[src/rtl/char_pwm_pkg.sv]
// Shared types and encode/decode constants for the character PWM generator and decoder.
package char_pwm_pkg;

  typedef enum logic [1:0] {
    ST_IDLE = 2'd0,
    ST_HIGH = 2'd1,
    ST_LOW  = 2'd2
  } pwm_state_t;

  typedef logic [1:0] char_t;

  localparam int PERIOD_DEF = 16;

  // Code k occupies high times [k*PERIOD/4, (k+1)*PERIOD/4), so decode is a right shift.
  function automatic int bin_shift(input int period);
    return $clog2(period / 4);
  endfunction

endpackage

[src/rtl/pwm_edge_sync.sv]
// Two-flop synchroniser for an asynchronous PWM line with registered rise/fall strobes.
module pwm_edge_sync (
  input  logic clk,
  input  logic rst,
  input  logic din,
  output logic rise,
  output logic fall
);

  logic s1;
  logic ds;
  logic ds_q;

  always_ff @(posedge clk) begin
    if (rst) begin
      s1   <= 1'b0;
      ds   <= 1'b0;
      ds_q <= 1'b0;
      rise <= 1'b0;
      fall <= 1'b0;
    end else begin
      s1   <= din;
      ds   <= s1;
      ds_q <= ds;
      rise <= ds & ~ds_q;
      fall <= ~ds & ds_q;
    end
  end

endmodule

[src/rtl/char_pwm_decoder.sv]
// Measures high time and period of each PWM frame and decodes the 2-bit character code.
// char_valid is a one-cycle strobe with no back-pressure; frame_char is meaningful only while it is high.
module char_pwm_decoder
  import char_pwm_pkg::*;
#(
  parameter int PERIOD      = PERIOD_DEF,
  parameter int TOL         = 1,
  parameter int MATCH_COUNT = 2
) (
  input  logic       clk,
  input  logic       rst,
  input  logic       digit,
  output logic [1:0] char_out,
  output logic       char_valid,
  output logic [1:0] frame_char,
  output logic       char_change,
  output logic       locked,
  output logic       err
);

  localparam int CW = $clog2(2 * PERIOD + 1);
  localparam int RW = $clog2(MATCH_COUNT + 1);
  localparam int SHIFT = bin_shift(PERIOD);
  localparam logic [CW-1:0] CNT_MAX = '1;
  localparam logic [CW-1:0] CNT_TMO = CW'(2 * PERIOD);
  localparam logic [CW-1:0] PER_LO  = CW'(PERIOD - TOL);
  localparam logic [CW-1:0] PER_HI  = CW'(PERIOD + TOL);
  localparam logic [RW-1:0] RUN_MAX = RW'(MATCH_COUNT);

  logic rise;
  logic fall;

  pwm_edge_sync u_sync (
    .clk  (clk),
    .rst  (rst),
    .din  (digit),
    .rise (rise),
    .fall (fall)
  );

  pwm_state_t    state, state_nxt;
  logic [CW-1:0] hi_cnt, hi_nxt;
  logic [CW-1:0] per_cnt, per_nxt;
  logic [CW-1:0] hi_bin;
  logic [RW-1:0] run, run_nxt;
  char_t         prev_code;
  char_t         code;
  logic          in_tol;
  logic          timeout;
  logic          frame_close;
  logic          ev_valid;
  logic          ev_err;

  function automatic logic [CW-1:0] sat_inc(input logic [CW-1:0] v);
    return (v == CNT_MAX) ? v : v + 1'b1;
  endfunction

  assign in_tol = (per_cnt >= PER_LO) && (per_cnt <= PER_HI);
  assign hi_bin = hi_cnt >> SHIFT;
  assign code   = (hi_bin > CW'(3)) ? 2'd3 : hi_bin[1:0];

  // An edge always wins over a timeout landing in the same cycle.
  assign timeout = (per_cnt == CNT_TMO) &&
                   (((state == ST_HIGH) && !fall) || ((state == ST_LOW) && !rise));
  assign frame_close = (state == ST_LOW) && rise;

  always_ff @(posedge clk) begin
    if (rst) begin
      state   <= ST_IDLE;
      hi_cnt  <= '0;
      per_cnt <= '0;
    end else begin
      state   <= state_nxt;
      hi_cnt  <= hi_nxt;
      per_cnt <= per_nxt;
    end
  end

  always_comb begin
    state_nxt = state;
    hi_nxt    = hi_cnt;
    per_nxt   = per_cnt;
    case (state)
      ST_IDLE: begin
        hi_nxt  = '0;
        per_nxt = '0;
        if (rise) begin
          state_nxt = ST_HIGH;
          hi_nxt    = CW'(1);
          per_nxt   = CW'(1);
        end
      end
      ST_HIGH: begin
        if (fall) begin
          state_nxt = ST_LOW;
          per_nxt   = sat_inc(per_cnt);
        end else if (timeout) begin
          state_nxt = ST_IDLE;
          hi_nxt    = '0;
          per_nxt   = '0;
        end else begin
          hi_nxt  = sat_inc(hi_cnt);
          per_nxt = sat_inc(per_cnt);
        end
      end
      ST_LOW: begin
        // The closing rise is also the first high cycle of the next frame.
        if (rise) begin
          state_nxt = ST_HIGH;
          hi_nxt    = CW'(1);
          per_nxt   = CW'(1);
        end else if (timeout) begin
          state_nxt = ST_IDLE;
          hi_nxt    = '0;
          per_nxt   = '0;
        end else begin
          per_nxt = sat_inc(per_cnt);
        end
      end
      default: begin
        state_nxt = ST_IDLE;
        hi_nxt    = '0;
        per_nxt   = '0;
      end
    endcase
  end

  always_comb begin
    ev_valid = frame_close && in_tol;
    ev_err   = (frame_close && !in_tol) || timeout;
    run_nxt  = RW'(1);
    if ((run != '0) && (code == prev_code)) begin
      run_nxt = (run >= RUN_MAX) ? RUN_MAX : run + 1'b1;
    end
  end

  always_ff @(posedge clk) begin
    if (rst) begin
      char_out    <= 2'd0;
      char_valid  <= 1'b0;
      frame_char  <= 2'd0;
      char_change <= 1'b0;
      locked      <= 1'b0;
      err         <= 1'b0;
      run         <= '0;
      prev_code   <= 2'd0;
    end else begin
      char_valid  <= ev_valid;
      err         <= ev_err;
      char_change <= 1'b0;
      if (ev_valid) begin
        frame_char <= code;
        prev_code  <= code;
        run        <= run_nxt;
        locked     <= 1'b1;
        if ((run_nxt == RUN_MAX) && (code != char_out)) begin
          char_out    <= code;
          char_change <= 1'b1;
        end
      end
      if (ev_err) begin
        run    <= '0;
        locked <= 1'b0;
      end
    end
  end

endmodule

[config.mk]
export PLATFORM = sky130hd
export DESIGN_NAME = char_pwm_decoder
export DESIGN_NICKNAME = d
export VERILOG_FILES = /design/src/rtl/char_pwm_pkg.sv /design/src/rtl/pwm_edge_sync.sv /design/src/rtl/char_pwm_decoder.sv
export SDC_FILE = /design/constraint.sdc
export NUM_CORES = 1
export LEC_CHECK = 0
export CORE_ASPECT_RATIO = 0.75
export CORE_MARGIN = 5
export CORE_UTILIZATION = 35
export DETAILED_ROUTE_END_ITERATION = 6
export PLACE_DENSITY = 0.55
export SLEW_MARGIN = 20
export SYNTH_ARGS = -nofsm -noshare
export SYNTH_HDL_FRONTEND = slang
export SYNTH_HIERARCHICAL = 1
export SYNTH_SLANG_ARGS = --single-unit
[constraint.sdc]
create_clock -name clk -period 2.7 [get_ports clk]
set_clock_uncertainty 0.15 [all_clocks]
set_input_delay 0.27 -clock clk [delete_from_list [all_inputs] [get_ports clk]]
set_output_delay 0.27 -clock clk [all_outputs]
set_load 0.1 [all_outputs]
### After elaboration in Yosys (flattened, before gate mapping)

Index checks and enable logic that the tools add are counted.
Widths: inputs -> output; s select.

* input bits: 3
* bits in registers: 29

* equality and inequality tests: 12
* $lt $le $gt $ge: 4
* muxes and demuxes: 21
* reductions and logical operators: 20
* add/sub/neg operators: 3
* bitwise operators: 5

Operators with widths (count)
* $mux 6: 9
* $pmux 6 s3: 2
* $eq 6x6->1 const B: 3
* $mux 2: 7
* $add 6x1->6 const B: 2
* $logic_and 1x1->1: 9
* $ge 6x4->1 const B: 1
* $le 6x5->1 const B: 1
* $pmux 2 s3: 1
* $eq 2x2->1 const B: 2
* $gt 4x2->1 const B: 1
* $reduce_or 2->1: 2
* $logic_not 1->1: 3
* $ne 3x2->1 const B: 1
* $ne 3x3->1 const B: 1
* $not 1->1: 3
* $reduce_and 3->1: 1
* $add 2x1->2 const B: 1
* $and 1x1->1: 2
* $eq 2x1->1 const B: 1
* $eq 2x2->1: 1
* $ge 2x2->1 const B: 1
* $logic_not 2->1: 1
* $logic_or 1x1->1: 2
* 6 further kinds: 7

### Logic depth before layout (Yosys ltp)

Gate-level depths: netlist (run 1).

* depth in word-level cells: 8
* mapped depth: 8
* gate-level depth less buffers: 7

### By module

The synthesis (run 1) kept the hierarchy.

By module, submodules not included
* char_pwm_decoder: cells an instance 152, area each 1322.5 sq um, seq. area each 480.5 sq um, instances 1
* pwm_edge_sync: cells an instance 10, area each 133.9 sq um, seq. area each 100.1 sq um, instances 1

### Worst setup path before layout (run 1)

Ideal clock, no wire load.

* path type: register to register
* start point: register prev_code[1]
* end point: register char_out[0]
* arrival time: 2146 ps
* setup time: 86 ps
* cell stages (with the launch flop): 6
* slack: 318 ps
* period minus slack after synthesis: 2382 ps
* path through: dfxtp_1 > or4_1 > a221oi_2 > and3_4 > o31ai_4 > a221oi_2

* cells in the longest elaborated chain, start to end: 6

Ends and longest elaborated chain
* start: declaration: line char_pwm_decoder.sv:46 `char_t prev_code;`
* start signal: assignment: line char_pwm_decoder.sv:153 `prev_code <= code;`
* $eq 2x2->1: line char_pwm_decoder.sv:132 `if ((run != '0) && (code == prev_code)) begin`
* $logic_and 1x1->1: line char_pwm_decoder.sv:132
* $mux 2: line char_pwm_decoder.sv:132
* $eq 2x2->1: line char_pwm_decoder.sv:156 `if ((run_nxt == RUN_MAX) && (code != char_out)) begin`
* $logic_and 1x1->1: line char_pwm_decoder.sv:156
* $reduce_and 2->1 (no line)
* end signal: assignment: line char_pwm_decoder.sv:157 `char_out <= code;`
* end: declaration: line char_pwm_decoder.sv:13 `output logic [1:0] char_out,`

No other way between the ends.
A chain may end at the register's enable or synchronous reset.

### Worst setup path after layout (run 1)

* start point: register hi_cnt[5]
* end point: register char_out[0]

* cells in the longest elaborated chain, start to end: 8
* elaborated cells on any way between the ends: 9
* those cells by class: order compare: 1; eq/ne: 3; mux: 2; reduce/logical: 3

Ends and longest elaborated chain
* start: declaration: line char_pwm_decoder.sv:42 `logic [CW-1:0] hi_cnt, hi_nxt;`
* start signal: assignment: line char_pwm_decoder.sv:74 `hi_cnt <= hi_nxt;`
* $gt 4x2->1 *: line char_pwm_decoder.sv:60 `assign code = (hi_bin > CW'(3)) ? 2'd3 : hi_bin[1:0];`
* $mux 2 *: line char_pwm_decoder.sv:60
* $eq 2x2->1: line char_pwm_decoder.sv:132
* $logic_and 1x1->1: line char_pwm_decoder.sv:132
* $mux 2: line char_pwm_decoder.sv:132
* $eq 2x2->1: line char_pwm_decoder.sv:156
* $logic_and 1x1->1: line char_pwm_decoder.sv:156
* $reduce_and 2->1 (no line)

Every way passes the cells marked *; elsewhere a longest branch is shown, timed or not.

==> results.md, run 1 <==
Critical path:
- The buffering stage count on the worst path with inverters included is 0.
- The critical path's largest stage delay is 0.56 ns.
- The endpoint required time on the critical path is 2.74 ns.
- The critical path goes through or4_1 -> a221oi_2 -> and3_4 -> o31ai_4 -> a221oi_2.
- The cell at the slowest stage of the critical path is sky130_fd_sc_hd__or4_1.
- STA classifies the critical path startpoint as a flip-flop.
- The reg-to-reg setup timing slack is 0.55 ns.
- The maximum fanout along the worst path is 11.
- The endpoint of the most critical register-to-register path is char_out[0].
- The start of the worst register-to-register path is hi_cnt[5].
- STA puts the critical path data arrival time at 2.18 ns.
- The number of cells on the worst reg-to-reg path is 5.
- The family with the most delay on the worst path is simple AND/OR/NAND/NOR gates.
- The cell type with the highest occurrence count on the critical path is sky130_fd_sc_hd__a221oi_2.
- STA classifies the critical path endpoint as a flip-flop.
- The path type of the worst setup path is flip-flop to flip-flop.

Pwr:
- The maximum ir drop on the vdd rail is 226.1 uV.
- For this design the static power due to leakage is about 0.0006 uW.
- The overall power after layout is 806.9 uW.
- The power density relative to cell area is 492.3 nW/um^2.

Floorplan:
- The die covers roughly 5600 sq um.
- The core area is 4029 sq um.
- In this run the core area contains 20 standard-cell rows.
- During I/O placement, the number of pins put on the boundary was 11.
- From bottom edge to top edge, the die measures between 60 and 70 um.
- The initial utilization of the core area, before any placement, comes to 0.3615.
- Measured along the x axis, the die boundary spans between 80 and 90 um.

Timing:
- Dividing the final minimum period by the clock period gives 0.7956.
- The fmax is around 0.47 GHz.
- The time the final worst path needs with I/O delays and setup is about 2.1 ns.
- Setup total negative slack on the finished layout was measured at 0 ns.
- Across all hold checks on the routed design, the worst slack comes to 0.2638 ns.
- Setup repair after global routing left no endpoint under its margin.
- The total count of max-transition violations in the final report is 0.
- Setup violations remaining at the end of the flow were counted as 0.
- For the pin with the worst max-slew slack, the measured transition is 0.4851 ns.
- The worst pin sits at a relative slew slack of 0.6756.
- The hold violation count in the final report is 0.

Detailed routing:
- The total DRC errors in the routed layout is 0.
- After detailed routing, the number of vias per cell comes to 5.163.
- In the final routed layout, each cell accounts on average for 12.01 um.
- The count of nets left with antenna violations after detail routing is 0.
- The number of detailed-routing iterations run before antenna repair is 4.
- The violation count after the first detailed-route iteration is between 50 and 60.
- The final layout contains routed wiring with a total length of 2.726 mm.
- The number of vias in the routed layout is between 1,000 and 1,500.

Yosys:
- Dividing the synthesized area by the synthesized cell count gives 8.990 sq um.
- The synthesized design contains 29 register bits.
- The commonest cells after synthesis are 29 x sky130_fd_sc_hd__dfxtp_1, 19 x sky130_fd_sc_hd__nor2_1, 11 x sky130_fd_sc_hd__a21oi_1, 11 x sky130_fd_sc_hd__nand2_1, 9 x sky130_fd_sc_hd__inv_1.
- The post-synthesis cell type count is 52.
- The number of warnings issued by yosys is 6.
- The prevailing post-synth register cell is sky130_fd_sc_hd__dfxtp_1.
- The number of nets in the synthesized netlist is 169.
- The share of synthesized area occupied by flip-flops and latches is 0.3986.
- The most area-hungry cell type in the Yosys netlist is sky130_fd_sc_hd__dfxtp_1.
- The mapped cell area is between 1000 and 1500 sq um.
- The number of synthesized flops with an enable pin is 0.
- By instance count, the leading cell after synthesis is sky130_fd_sc_hd__dfxtp_1.
- In the post-synthesis netlist, the biggest area contributors are sky130_fd_sc_hd__dfxtp_1 40%, sky130_fd_sc_hd__nor2_1 4.9%, sky130_fd_sc_hd__a21oi_1 3.8%, sky130_fd_sc_hd__ha_1 3.4%, sky130_fd_sc_hd__a221oi_2 3.1%.
- The instance count of the mapped netlist is 162.
- For this run, asynchronously set or reset flops after synthesis account for 0.
- Of the post-synthesis cell area, the dominant cell type holds 0.3986.

Clock network:
- The tree built by TritonCTS fans out to 29 sinks.
- Once the clock tree was built, the setup fixing pass inserted 0 buffers.
- The CTS buffer count is 5.
- The number of gates resized after CTS is 0.
- The number of hold-repair buffers added at the cts stage is 0.
- The CTS tree is done.
- Counting along the longest clock path gives a buffer depth of 2.
- In this run the number of H-tree levels came out at 2.
- After clock tree synthesis, the clock-pin slew on the worst setup and hold paths is 0.06 ns.
- Clock latency on the worst-skew pair, taken at its later pin, is between 0.2 and 0.3 ns.
- The cell sitting at the root of the clock tree is a sky130_fd_sc_hd__clkbuf_8.

Worst hold path:
- The path with the worst hold slack has its endpoint at u_sync/rise.
- The min-delay analysis places its worst path in the category flip-flop to flip-flop.
- The number of cells on the worst hold path is 1.
- The worst hold path begins at u_sync/ds_q.

Final layout:
- The area growth from synthesis to layout is 12.54%.
- For this run, the post-layout net count is 179.
- The repair_antennas step left the layout with diodes totalling 0.
- The count of cells in the finished layout, fillers not included, comes to 227.
- For this run, the share of the core covered by cells in the final layout is 0.4068.
- In the final layout, the multi-input gates occupy between 700 and 800 sq um.
- The number of filler instances in the final layout is about 390.
- The area taken by flip-flops and latches is about 580 sq um.
- The share of post-route cells with drive strength above 1 is 0.1686.

GRT:
- The first-pass GRT wire length is 4.767 mm.
- The number of antenna violations at the first check in global routing is 0.
- The maximum number of pins on one net before global-route repair is 14.
- The via count of the first global-routing pass is 1,049.
- The global-route congestion overflow total is 0.
- The global-route usage over all layers is 0.1089.

Outcome:
- The flow ran to the end, and the final reports show no timing, DRC or antenna violations.

Place:
- At the end of routability-driven placement, the weighted congestion stood at 0.8194.
- Detailed placement ended at an HPWL of 2.059 mm.
- Port buffering added 10 buffers.
- The number of cells in the design after placement is 220.

Flow run:
- The number of max-cap violations is 0.
[routing by layer]
metal  vias up  share of wire  global-route usage
li1        601              -                   -
met1       551           0.50              0.1432
met2        16           0.45              0.1611
met3         4          0.044             0.04857
met4         0         0.0059             0.02964
met5         -              0                   0
[registers in the layout, indices dropped and copies added, names as in the netlist]
name and count:
hi_cnt 6, per_cnt 6, char_out 2, prev_code 2, run 2, state 2, char_change 1, char_valid 1
err 1, locked 1, u_sync/ds 1, u_sync/ds_q 1, u_sync/fall 1, u_sync/rise 1, u_sync/s1 1
[final cells by class]
cell class              count  share of cell area
repair buffers             11             0.05344
flip-flops and latches     29              0.3542
inverters                   9             0.02061
clock buffers               7             0.05267
well taps                  55             0.04198
multi-input cells         116              0.4771
[report_power, final]
group | internal (uW) | switching [uW]
Clock | 202 | 144
Combinational | 10.5 | 15.1
Sequential | 432 | 3.43
Total | 644 | 163
[placed cells by master (no fill, tap or decap), drive strengths merged, types with 2 or more instances in the layout]
master | Yosys | layout
dfxtp | 29 | 29
nor2 | 19 | 19
nand2 | 11 | 11
a21oi | 11 | 11
inv | 9 | 9
buf | 5 | 9
nor3 | 7 | 7
clkbuf | 3 | 7
nor2b | 6 | 6
and3 | 6 | 6
o21ai | 6 | 6
nor3b | 4 | 4
ha | 4 | 4
and2 | 4 | 4
a221oi | 4 | 4
nand3b | 3 | 3
a211oi | 3 | 3
o31ai | 3 | 3
nand3 | 2 | 2
clkdlybuf4s50 | 0 | 2
a311oi | 2 | 2
or4 | 2 | 2
[metrics by stage]
| step | setup WS (ns) | area (sq um) |
|---|---|---|
| finish | 0.5518 | 1639 |
| global route | 0.4326 | 1639 |
| CTS | 0.5528 | 1639 |
| detailed placement | 0.5588 | 1553 |
| global placement | 0.6033 | 1553 |
| floorplan | 0.3180 | 1456 |
[kinds of logic after synthesis]
kind of cell | count (synthesis) | synth area share
AOI/OAI and AO/OA | 39 | 0.2156
xor gates and xnor gates | 2 | 0.01203
muxes | 1 | 0.006873
DFF | 29 | 0.3986
adders and majority gates | 4 | 0.03437
buffers and inverters | 17 | 0.06443
and+or+nand+nor | 70 | 0.2681
[worst max path at each step]
stage / start / endpoint / slack (ns) / depth (start not counted)
after detailed placement: hi_cnt[5] / char_out[0] / 0.56 / 5
after CTS: hi_cnt[5] / char_out[0] / 0.55 / 5
after global routing: per_cnt[0] / hi_cnt[1] / 0.43 / 7
final: hi_cnt[5] / char_out[0] / 0.55 / 5
after global placement: hi_cnt[5] / char_out[0] / 0.60 / 5
after floorplan: prev_code[1] / char_out[0] / 0.32 / 5
No activity file was read; power rests on OpenSTA's default activity.
==> inputs of run 2 (changes only) <==
--- a/config.mk
+++ b/config.mk
@@ -9,7 +9,7 @@
 export CORE_MARGIN = 5
 export CORE_UTILIZATION = 35
 export DETAILED_ROUTE_END_ITERATION = 6
-export PLACE_DENSITY = 0.55
+export PLACE_DENSITY = 0.57
 export SLEW_MARGIN = 20
 export SYNTH_ARGS = -nofsm -noshare
 export SYNTH_HDL_FRONTEND = slang
==> constraint.sdc (replaced) <==
create_clock -name clk -period 1.9 [get_ports clk]
set_clock_uncertainty 0.15 [all_clocks]
set_input_delay 0.19 -clock clk [delete_from_list [all_inputs] [get_ports clk]]
set_output_delay 0.19 -clock clk [all_outputs]
set_load 0.1 [all_outputs]
==> run 2 against run 1 <==
Against the previous run: sequential share of layout area fell by 5.7 points; cell area rose by 23%; wire length rose by 19%; setup slack got worse by 0.63 ns; die area did not move; worst hold slack improved by 0.0017 ns; final cell count rose by 13%; the run now ends with negative setup slack left; first-iteration DRC count rose by 70%; clock power rose by 89%; register-to-register slack got worse by 0.63 ns; flip-flop and latch count did not move; maximum frequency rose by 8.7%; largest power group is now clock.
==> results.md, run 2 (synthesis results as in run 1) <==
Detailed routing:
- The routed length per instance is 12.58 um (+4.7%).
- The violation count after the first detailed-route iteration is 92 (+70%).
- The final wirelength came to 3.232 mm (+19%).
- The number of detailed-routing iterations run before antenna repair is 4 (unchanged).
- The count of nets left with antenna violations after detail routing is 0 (unchanged).
- The via count normalized by instance count is 5.039 (-2.4%).
- The number of vias in the routed layout is 1,295 (+10%).
- The total DRC errors in the routed layout is 0 (unchanged).

Worst hold path:
- The path with the worst hold slack has its endpoint at u_sync/rise.
- The number of cells on the worst hold path is 1 (unchanged).
- The path category of the worst min-delay check is flip-flop to flip-flop.
- The launch point of the worst hold path is u_sync/ds_q.

Place:
- The HPWL after detailed placement is 2.452 mm (+19%).
- The routability congestion estimate from global placement came to 0.8251 (+0.70%).
- The worst slack at placement is -0.08061 ns (-0.6394 ns).
- The placed cell area is 1787 sq um (+15%).
- The port buffer count was 10 (unchanged).

GRT:
- The number of antenna violations at the first check in global routing was 0 (unchanged).
- The global-route congestion overflow total came to 0 (unchanged).
- The via count of the first global-routing pass is 1,289 (+23%).
- The maximum number of pins on one net before global-route repair was 13 (-1).
- The global-route usage over all layers is 0.1254 (+0.01656).
- The first-pass GRT wire length was 5.582 mm (+17%).

Critical path:
- The worst register-to-register path begins at hi_cnt[5].
- The critical path depth in cells is 5 (unchanged).
- The buffering stage count on the worst path with inverters included came to 0 (unchanged).
- The endpoint required time on the critical path was 1.93 ns (-0.81 ns).
- The maximum fanout along the worst path is 4 (-7).
- The critical path's largest stage delay is 0.52 ns (-0.04 ns).
- The launching element type of the critical path is a flip-flop.
- The critical path goes through or4_4 -> a221oi_4 -> and3_4 -> o31ai_4 -> a221oi_2.
- The endpoint of the most critical register-to-register path is char_out[0].
- The arrival time reported for the critical path endpoint is 2.01 ns (-0.17 ns).
- The worst setup path is of the flip-flop to flip-flop kind.
- The cell at the slowest stage of the critical path is sky130_fd_sc_hd__or4_4.
- The reg-to-reg setup timing slack is -0.08 ns (-0.63 ns).
- The depth of the worst register-to-register path is 5 (unchanged).
- The endpoint kind of the worst setup timing path is a flip-flop.
- The family with the most delay on the worst path is simple AND/OR/NAND/NOR gates.

Final layout:
- The number of filler instances in the final layout is 357 (-9.2%).
- The count of antenna diodes in the layout is 0 (unchanged).
- The multi-input combinational cell area came to 883.3 sq um (+13%).
- The area taken by flip-flops and latches is 600.6 sq um (+3.4%).
- The cell area after layout is 2019 sq um (+23%).
- The library cell used most frequently in the layout, excluding fill and tap cells, is sky130_fd_sc_hd__buf_4.
- Compared with the post-synthesis result, the final layout area differs by 38.66%.
- The net total in the final layout is 208 (+16%).
- The library cells used most frequently in the layout, excluding fill and tap cells, are 35 x sky130_fd_sc_hd__buf_4, 19 x sky130_fd_sc_hd__nor2_1, 17 x sky130_fd_sc_hd__dfxtp_1, 11 x sky130_fd_sc_hd__nand2_1, 10 x sky130_fd_sc_hd__dfxtp_2.
- The largest registers in the layout are hi_cnt: 6 flops, per_cnt: 6 flops.
- The share of post-route cells with drive strength above 1 is 0.4208 (+0.2522).

Clock network:
- The CTS buffer count is 5 (unchanged).
- The largest buffer count on any clock path is 2 (unchanged).
- The CTS tree is done.
- The clock insertion delay at the later pin of the skew report was 0.27 ns (about the same).
- The number of clock sinks seen by CTS is 29 (unchanged).
- The clock root buffer is sky130_fd_sc_hd__clkbuf_8.
- The clock-pin slew of the registers on the worst-case setup and hold paths was 0.06 ns (about the same).
- The maximum level of the CTS H-tree is 2 (unchanged).

Floorplan:
- The area of the die is 5565 sq um (unchanged).
- The number of standard-cell rows in the floorplan came to 20 (unchanged).
- The I/O pin count is 11 (unchanged).
- The starting density of the core was 0.3615 (unchanged).
- The chip height is 65.87 um (unchanged).
- The core area is 4029 sq um (unchanged).
- The width of the die was 84.49 um (unchanged).

Timing:
- The share of the clock period used by the worst path after layout came to 1.040 (+0.2445).
- The final setup violation count is 3 (+3).
- The transition time of the tightest slew-check pin is 0.4241 ns (-0.06098 ns).
- The sum of negative setup slack was -0.1740 ns (-0.1740 ns).
- The least setup slack across all paths after layout is -0.07634 ns (-0.6281 ns).
- The total count of max-transition violations in the final report is 0 (unchanged).
- The hold violation count in the final report came to 0 (unchanged).
- Setup repair after global routing could not meet its margin everywhere.
- The time the final worst path needs with I/O delays and setup is 1.976 ns (-0.1719 ns).
- The fmax was 0.5060 GHz (+8.7%).
- The relative max-transition margin is 0.7166 (+0.04106).

Pwr:
- The overall power after layout is 1320 uW (+64%).
- The maximum ir drop on the vdd rail came to 394.0 uV (+74%).
- The power density relative to cell area is 653.5 nW/um^2 (+33%).
- The total leakage power came to 0.0008157 uW (+33%).

Flow run:
- The number of max-cap violations is 0 (unchanged).

Outcome:
- The run finished, with violations left.
- The checks that failed: negative setup slack.
==> run 2: per-stage QoR <==
stage          hold WS (ns)  instances  utilization
2_1_floorplan        0.1116        162            -
3_5_place_dp         0.2609        247       0.4435
3_3_place_gp         0.2483        247       0.4435
6_report             0.2655        257       0.5012
4_1_cts              0.2697        255       0.4776
5_1_grt              0.2853        257       0.5012
==> run 2: cell type report <==
class	count	share of cell area
clock inverter	1	0.01487
inverter	9	0.01673
clock buffer	7	0.04275
sequential	29	0.2974
tap	55	0.03408
timing repair buffer	40	0.1568
multi-input combinational	116	0.4374
==> run 2: routing by layer <==
metal  vias to the layer above  track usage  share of wire
met2                        35       0.2061           0.45
li1                        655            -              -
met5                         -            0              0
met1                       598       0.1480           0.48
met4                         0      0.05534          0.014
met3                         7      0.04483          0.058
==> run 2: what timing repair did <==
item                       in CTS  in global routing
hold buffers                    0                  0
setup buffers                   0                  2
hold endpoints to repair        0                  0
pin swaps                       2                  8
resized for setup               4                 25
setup endpoints to repair       4                 16
==> run 2: where the power goes <==
group | total (uW) | switching, uW | internal [uW]
sequential | 615 | 4.16 | 611
clock | 654 | 227 | 427
combinational | 50.2 | 25.9 | 24.4
==> run 2: worst max-delay path by stage <==
stage                      start          end  slack [ns]
floorplan           prev_code[1]  char_out[0]       -0.08
global placement       hi_cnt[5]  char_out[1]       0.001
detailed placement     hi_cnt[5]  char_out[0]       -0.08
CTS                    hi_cnt[3]  char_out[0]       -0.08
global route           hi_cnt[3]  char_out[1]       -0.14
finish                 hi_cnt[5]  char_out[0]       -0.08
